**src/rtl/prog_loader.sv**
```systemverilog
// prog_loader: takes a length-prefixed byte stream from a host and writes
// 32-bit little-endian instruction words into instruction memory, holding
// the core's PC in reset until the image is complete.
// Optional trailing XOR checksum byte: define PROG_LOADER_CHECKSUM_EN.
module prog_loader #(
    parameter logic [63:0] BASE_ADDR = 64'h0,
    parameter int unsigned MAX_WORDS = 1024
) (
    input  logic        Clk,
    input  logic        En,
    input  logic        start,
    input  logic [7:0]  in_data,
    input  logic        in_valid,
    output logic        in_ready,
    output logic        mem_we,
    output logic [63:0] mem_addr,
    output logic [63:0] mem_wdata,
    output logic [15:0] words_written,
    output logic        done,
    output logic        error,
    output logic        cpu_hold
);

    localparam int unsigned BYTE_W = 8;
    localparam int unsigned CNT_W  = 16;
    localparam int unsigned WORD_W = 32;
    localparam int unsigned ADDR_W = 64;

    typedef enum logic [2:0] {
        HDR0    = 3'd0,
        HDR1    = 3'd1,
        PAYLOAD = 3'd2,
        WRITE   = 3'd3,
`ifdef PROG_LOADER_CHECKSUM_EN
        CHK     = 3'd4,
`endif
        DONE    = 3'd5,
        ERR     = 3'd6
    } state_t;

    // State entered once the last word is committed (or the count is zero)
`ifdef PROG_LOADER_CHECKSUM_EN
    localparam state_t TAIL_ST = CHK;
`else
    localparam state_t TAIL_ST = DONE;
`endif

    state_t                state_q;
    state_t                state_d;
    logic [BYTE_W-1:0]     count_lo;
    logic [CNT_W-1:0]      word_count;
    logic [CNT_W-1:0]      hdr_count;
    logic [CNT_W-1:0]      ww_inc;
    logic [3*BYTE_W-1:0]   word_lo;
    logic [1:0]            byte_idx;
    logic                  accept;
`ifdef PROG_LOADER_CHECKSUM_EN
    logic [BYTE_W-1:0]     csum;
`endif

    assign accept    = in_valid & in_ready;
    assign hdr_count = {in_data, count_lo};
    assign ww_inc    = words_written + CNT_W'(1);

    // State register
    always_ff @(posedge Clk or negedge En) begin
        if (!En) begin
            state_q <= HDR0;
        end else begin
            state_q <= state_d;
        end
    end

    // Next-state logic
    always_comb begin
        state_d = state_q;
        case (state_q)
            HDR0: begin
                if (accept) state_d = HDR1;
            end
            HDR1: begin
                if (accept) begin
                    if (32'(hdr_count) > MAX_WORDS) state_d = ERR;
                    else if (hdr_count == '0)       state_d = TAIL_ST;
                    else                            state_d = PAYLOAD;
                end
            end
            PAYLOAD: begin
                if (accept && byte_idx == 2'd3) state_d = WRITE;
            end
            WRITE: begin
                if (ww_inc == word_count) state_d = TAIL_ST;
                else                      state_d = PAYLOAD;
            end
`ifdef PROG_LOADER_CHECKSUM_EN
            CHK: begin
                if (accept) state_d = (in_data == csum) ? DONE : ERR;
            end
`endif
            DONE, ERR: begin
                if (start) state_d = HDR0;
            end
            default: state_d = HDR0;
        endcase
    end

    // Moore output decode
    always_comb begin
        in_ready = 1'b0;
        mem_we   = 1'b0;
        done     = 1'b0;
        error    = 1'b0;
        cpu_hold = 1'b1;
        case (state_q)
            HDR0, HDR1, PAYLOAD: in_ready = 1'b1;
`ifdef PROG_LOADER_CHECKSUM_EN
            CHK:                 in_ready = 1'b1;
`endif
            WRITE:               mem_we   = 1'b1;
            DONE: begin
                done     = 1'b1;
                cpu_hold = 1'b0;
            end
            ERR:                 error    = 1'b1;
            default: ;
        endcase
    end

    // Header capture, word assembly, write address/data and word counter
    always_ff @(posedge Clk or negedge En) begin
        if (!En) begin
            count_lo      <= '0;
            word_count    <= '0;
            word_lo       <= '0;
            byte_idx      <= '0;
            mem_addr      <= '0;
            mem_wdata     <= '0;
            words_written <= '0;
`ifdef PROG_LOADER_CHECKSUM_EN
            csum          <= '0;
`endif
        end else begin
            if (state_q == HDR0 && accept) count_lo <= in_data;
            if (state_q == HDR1 && accept) word_count <= hdr_count;
            if (state_q == PAYLOAD && accept) begin
                word_lo  <= {in_data, word_lo[3*BYTE_W-1:BYTE_W]};
                byte_idx <= byte_idx + 2'd1;
`ifdef PROG_LOADER_CHECKSUM_EN
                csum     <= csum ^ in_data;
`endif
                // Fourth byte completes the word: stage address and data for WRITE
                if (byte_idx == 2'd3) begin
                    mem_addr  <= BASE_ADDR + ADDR_W'({words_written, 2'b00});
                    mem_wdata <= {WORD_W'(0), in_data, word_lo};
                end
            end
            if (state_q == WRITE) words_written <= ww_inc;
            if ((state_q == DONE || state_q == ERR) && start) begin
                words_written <= '0;
                byte_idx      <= '0;
`ifdef PROG_LOADER_CHECKSUM_EN
                csum          <= '0;
`endif
            end
        end
    end

endmodule
```
**config.mk**
```make
export PLATFORM = sky130hd
export DESIGN_NAME = prog_loader
export DESIGN_NICKNAME = d
export VERILOG_FILES = /design/src/rtl/prog_loader.sv
export SDC_FILE = /design/constraint.sdc
export NUM_CORES = 1
export LEC_CHECK = 0
export CORE_MARGIN = 5
export CORE_UTILIZATION = 52
export CTS_CLUSTER_DIAMETER = 30
export DETAILED_ROUTE_END_ITERATION = 10
export PLACE_DENSITY_LB_ADDON = 0.1
export SLEW_MARGIN = 15
export SYNTH_ARGS = -nofsm -noshare
export SYNTH_HDL_FRONTEND = slang
export SYNTH_SLANG_ARGS = --single-unit
```
**constraint.sdc**
```tcl
create_clock -name Clk -period 5.4 [get_ports Clk]
set_input_delay 1.35 -clock Clk [delete_from_list [all_inputs] [get_ports Clk]]
set_output_delay 1.35 -clock Clk [all_outputs]
set_load 0.02 [all_outputs]
```
==> flow_summary_export.csv, run 1 <==
group,metric,value,unit
run_status,status,"completed",
detailed_routing,routed_via_density,5.36,
detailed_routing,first_iter_violations,182,
global_routing,grt_remaining_overflow,0,
global_routing,grt_pass1_vias,3957,
worst_setup_path,start_kind,"flip-flop",
floorplan,ios,161,
detailed_routing,drc,0,
place,place_area,6480,sq um
synthesis,synth_cell_type_count,53,
finish,num_antenna_cells,0,
clock_network,clockRootBuffer,"clkbuf_16",
timing,hold_viol,0,
detailed_routing,postRouteAntennaNets,0,
timing,fmax,289,MHz
worst_setup_path,crit_type,"flip-flop to primary output",
clock_network,cts-htree-levels,4,
power_and_ir_drop,ir_drop,0.000421,V
finish,layout_commonest_cell,"dfrtp_1",
finish,finalNetCount,596,
timing,drv_slew,0,
power_and_ir_drop,internal-power,0.00279,W
detailed_routing,vias,3938,
synthesis,async_flop_share,100,%
global_routing,grtUsageTotal,19.4,%
timing,relSlewSlack,49.0,%
timing,fin_crit,3460,ps
timing,rsz0062_at_grt,"no",
synthesis,ys_warn_count,0,
power_and_ir_drop,p_comb_share,37.7,%
worst_setup_path,cp_max_fo,12,
floorplan,die_height,116,um
clock_network,ctsHoldBuffers,0,
min_path,hp-class,"flip-flop to flip-flop",
finish,drive_gt1_share,22.4,%
timing,setup_tns,0,ps
power_and_ir_drop,p_leak,3.14,nW
run,maxCapViolCount,0,
detailed_routing,routed_wl,12.7,mm
power_and_ir_drop,switching_share,35.4,%
clock_network,clkSlewWorstSetupHoldPaths,60,ps
floorplan,start_util,53.6,%
synthesis,synth_seq_cells,117,
place,dp_cells,703,
clock_network,numCtsBuffers,17,
worst_setup_path,cp_data_arrival_time,2110,ps
global_routing,grt_use_met2,31.7,%
worst_setup_path,worstPathRequired,4050,ps
timing,fin_crit_sh,64.2,%
finish,stdcell_count,735,
power_and_ir_drop,p_clk_share,26.3,%
floorplan,die_width,116,um
worst_setup_path,worstSetupEndpointType,"primary output",
global_routing,grt_busiest_layer,"met2",
place,dp_slack,1870,ps
floorplan,rows,38,
clock_network,cts_sinks,117,
finish,final_area,7090,sq um
synthesis,synth_ff_type,"dfrtp_1",
finish,most-common-layout-cells,"117 x dfrtp_1, 87 x mux2_2, 80 x conb_1",
place,numPortBuffers,80,
synthesis,synth.avg_cell_area,11.7,sq um
power_and_ir_drop,p_sw,0.00153,W
finish,synthToLayoutAreaGrowth,20.5,%
timing,worst_slack,1940,ps
place,gp_congestion,0.822,
clock_network,cts_setup_buffers,0,
clock_network,worstSkewPairLatency,410,ps
global_routing,antenna_found_initial,0,
timing,tightest_slew,765,ps
worst_setup_path,r2r_slack,2280,ps
global_routing,met3_usage,6.11,%
detailed_routing,wl_per_cell,17.3,um
power_and_ir_drop,powerDensity,610,nW/um^2
place,place_hpwl,8.47,mm
floorplan,die_area,13500,sq um
clock_network,cts_tree,"yes",
timing,setup_violations,0,
clock_network,clockBufferDepth,2,
global_routing,grtUsageMet1,24.4,%
timing,finalClockSkew,6.17,ps
synthesis,synth_edf_count,0,
detailed_routing,drtPass1Iterations,4,
global_routing,grt_pass1_wl,20.1,mm
floorplan,core-area,11000,sq um
synthesis,netlist_instances,504,
synthesis,syn_area,5880,sq um
global_routing,grt_start_max_net_pins,86,
clock_network,cts_resized,0,
power_and_ir_drop,seqPwrFrac,36.1,%
synthesis,ys_seq_area_share,49.8,%
final timing paths:
kind                       depth (start not counted)             to        startpoint
max reg2reg                                        7     state_q[0]  words_written[0]
max in group asynchronous                          2  mem_wdata[29]                En
min reg2reg                                        1   mem_wdata[6]        word_lo[6]
min in group asynchronous                          1  mem_wdata[28]                En
max                                                4           done        state_q[0]
min                                                1   mem_wdata[6]        word_lo[6]
registers in the layout, summed over array words and instances (netlist names):
signal	flops
mem_wdata	32
byte_idx	2
mem_addr	16
state_q	3
count_lo	8
word_lo	24
words_written	16
word_count	16
through the flow:
stage               hold WS (ps)  utilization [%]  power, W
finish                       491             64.5   0.00432
global route                 513             64.5   0.00458
CTS                          491             64.5   0.00436
detailed placement           479             59.0   0.00320
global placement             466             59.0   0.00314
floorplan                    454                -   0.00262
power by group through the flow:
stage               Combinational [W]  Clock [W]  Sequential [W]
floorplan                    0.000968          0         0.00165
global placement              0.00159          0         0.00155
detailed placement            0.00163          0         0.00157
CTS                           0.00165    0.00115         0.00156
global route                  0.00176    0.00120         0.00162
finish                        0.00163    0.00114         0.00156
synth_stat cells, drive strengths merged (5+ instances only):
master	instances	area (sq um)
dfrtp	117	2930
mux2	95	1070
buf	93	672
nand2	24	90.1
o21ai	22	110
nor2	19	71.3
xor2	12	105
a21oi	11	55.1
clkbuf	11	41.3
nand3	10	55.1
xnor2	10	87.6
nor3	8	50.1
o31ai	7	52.6
inv	6	22.5
nor4	6	37.5
nand4	5	52.6
or3	5	31.3
metal layers:
layer	wire length (um)	share of wire, %	vias to the layer above
met2	6360	50	166
met4	236	1.9	0
li1	-	-	1778
met1	5210	41	1971
met3	889	7.0	23
met5	0	0	-
cell families after synthesis:
| logic type | after synthesis | synth area share, % |
|---|---|---|
| AO/OA/AOI/OAI | 65 | 7.25 |
| XOR/XNOR | 22 | 3.28 |
| adder cells (fa/ha/maj) | 2 | 0.425 |
| buffers and inverters | 110 | 12.5 |
| flip-flops | 117 | 49.8 |
| multiplexers | 96 | 18.4 |
| other | 1 | 0.0638 |
| AND/OR/NAND/NOR | 91 | 8.34 |
final cells by class:
type | instances | area [sq um]
Clock buffer | 17 | 425
Clock inverter | 15 | 180
Tap cell | 140 | 175
Fill cell | 840 | 3900
Inverter | 6 | 22.5
Multi-Input combinational cell | 356 | 2520
Sequential cell | 117 | 2930
Timing Repair Buffer | 84 | 832
worst max-delay path, stage by stage, from the launching register on:
cell	delay (ps)
dfrtp_1	580
nor2b_1	320
nand2_1	110
inv_1	90
clkdlybuf4s50_1	600
(Power assumes the default switching activity.)
==> run 2: changes to the inputs <==
CORE_UTILIZATION = 49   (was 52)
clock period = 3.4 ns   (was 5.4 ns; I/O delays follow)
==> flow_summary_export.csv, run 2 (synthesis gave the netlist of run 1 again) <==
group,metric,value,unit
detailed_routing,drc,0,
worst_setup_path,cp_max_fo,12,
timing,tightest_slew,719,ps
power_and_ir_drop,internal-power,0.00446,W
run,maxCapViolCount,0,
clock_network,clockBufferDepth,2,
power_and_ir_drop,switching_share,34.6,%
detailed_routing,wl_per_cell,16.2,um
worst_setup_path,worstSetupEndpointType,"primary output",
power_and_ir_drop,powerDensity,958,nW/um^2
timing,fin_crit_sh,87.6,%
timing,drv_slew,0,
floorplan,ios,161,
floorplan,rows,40,
global_routing,grt_start_max_net_pins,46,
worst_setup_path,slowest_delay,600,ps
place,numPortBuffers,80,
clock_network,cts-htree-levels,4,
floorplan,start_util,49.4,%
detailed_routing,vias,3824,
timing,fmax,336,MHz
power_and_ir_drop,p_sw,0.00236,W
clock_network,cts_tree,"yes",
global_routing,antenna_found_initial,0,
finish,most-common-layout-cells,"117 x dfrtp_1, 87 x mux2_2, 80 x conb_1",
worst_setup_path,crit_path_top_delay_cell,"clkdlybuf4s50_1",
timing,finalClockSkew,6.79,ps
timing,setup_violations,0,
floorplan,die_area,14300,sq um
timing,relSlewSlack,51.9,%
worst_setup_path,reg2reg_depth,7,
finish,num_antenna_cells,0,
worst_setup_path,crit_type,"flip-flop to primary output",
global_routing,grt_remaining_overflow,0,
clock_network,numCtsBuffers,17,
detailed_routing,first_iter_violations,191,
clock_network,clockRootBuffer,"clkbuf_16",
finish,layout_commonest_cell,"dfrtp_1",
global_routing,grtUsageTotal,17.5,%
detailed_routing,postRouteAntennaNets,0,
clock_network,cts_resized,0,
place,place_hpwl,8.69,mm
power_and_ir_drop,seqPwrFrac,36.3,%
global_routing,grt_pass1_wl,19.7,mm
clock_network,ctsHoldBuffers,0,
finish,drive_gt1_share,22.7,%
clock_network,clkSlewWorstSetupHoldPaths,50,ps
worst_setup_path,start_kind,"flip-flop",
finish,synthToLayoutAreaGrowth,21.1,%
global_routing,grt_pass1_vias,3806,
clock_network,cts_setup_buffers,0,
min_path,hp-class,"input port to asynchronous set/reset pin",
floorplan,die_height,120,um
finish,largest_reg_flops,32,
finish,reg_top3,"mem_wdata (32), word_lo (24)",
power_and_ir_drop,p_clk_share,26.2,%
timing,fin_crit,2980,ps
timing,rsz0062_at_grt,"no",
timing,hold_viol,0,
timing,setup_tns,0,ps
clock_network,cts_sinks,117,
finish,finalNetCount,601,
power_and_ir_drop,p_leak,3.16,nW
finish,fillers,979,
finish,utilization,59.8,%
detailed_routing,drtPass1Iterations,4,
detailed_routing,routed_wl,12.1,mm
detailed_routing,routed_via_density,5.12,
place,gp_congestion,0.905,
worst_setup_path,worstPathRequired,2550,ps
finish,top_register,"mem_wdata",
clock_network,worstSkewPairLatency,410,ps
run_status,status,"completed",
power_and_ir_drop,ir_drop,0.000541,V
floorplan,die_width,120,um
power_and_ir_drop,p_comb_share,37.5,%
floorplan,core-area,11900,sq um
worst_setup_path,cp_cell_sequence,"nor2b_1 -> nand2_1 -> inv_1 -> clkdlybuf4s50_1",
worst_setup_path,cp_data_arrival_time,2130,ps
## run 2: cell count changes in the layout (fill, tap and decap cells not counted), sizes merged
cell	change
inv	-1
clkinv	-2
buf	+5
clkbuf	+3
## run 2: area by class of cell
class / instances / area, sq um / area share, %
Clock buffer: 20 / 447 / 6.27
Clock inverter: 12 / 154 / 2.16
Inverter: 6 / 22.5 / 0.316
Multi-Input combinational cell: 356 / 2520 / 35.4
Sequential cell: 117 / 2930 / 41.1
Tap cell: 147 / 184 / 2.58
Timing Repair Buffer: 89 / 866 / 12.2
## run 2: routing by layer
| metal | share of wire (%) | track usage (%) | vias to the layer above | wire, um |
|---|---|---|---|---|
| met5 | 0 | 0 | - | 0 |
| met4 | 1.1 | 6.30 | 0 | 128 |
| met3 | 7.2 | 6.22 | 12 | 877 |
| met2 | 50 | 28.4 | 133 | 6030 |
| met1 | 42 | 21.6 | 1879 | 5080 |
| li1 | - | - | 1800 | - |
## run 2: final timing paths
kind                                       start  slack (ps)            end
worst max-delay path                  state_q[0]         420           done
worst min-delay path                          En         430  mem_wdata[26]
worst max register to register  words_written[0]         540     state_q[0]
worst min register to register      mem_wdata[6]         490   mem_wdata[6]
max in group asynchronous                     En        2150  mem_wdata[11]
min in group Clk                    mem_wdata[6]         490   mem_wdata[6]
## run 2: through the flow
| step | power (W) | std cells | setup WS (ps) | hold slack [ps] | area [sq um] |
|---|---|---|---|---|---|
| finish | 0.00682 | 747 | 423 | 433 | 7120 |
| global route | 0.00724 | 747 | 267 | 477 | 7120 |
| CTS | 0.00691 | 747 | 398 | 448 | 7120 |
| detailed placement | 0.00509 | 715 | 569 | 472 | 6520 |
| global placement | 0.00502 | 715 | 662 | 468 | 6520 |
| floorplan | 0.00416 | 583 | 971 | 454 | 6180 |
## run 2: power by group through the flow
stage                     clock network [W]  registers (W)  logic, W
after floorplan                           0        0.00262   0.00154
after global placement                    0        0.00247   0.00256
after detailed placement                  0        0.00249   0.00259
after CTS                           0.00183        0.00248   0.00261
after global routing                0.00190        0.00256   0.00277
final                               0.00179        0.00247   0.00256
## run 2: critical path: cells and delay by family, from the launching register on
kind	cells	cell delay (ps)
buffers and inverters	2	690
DFF	1	580
and+or+nand+nor	2	450
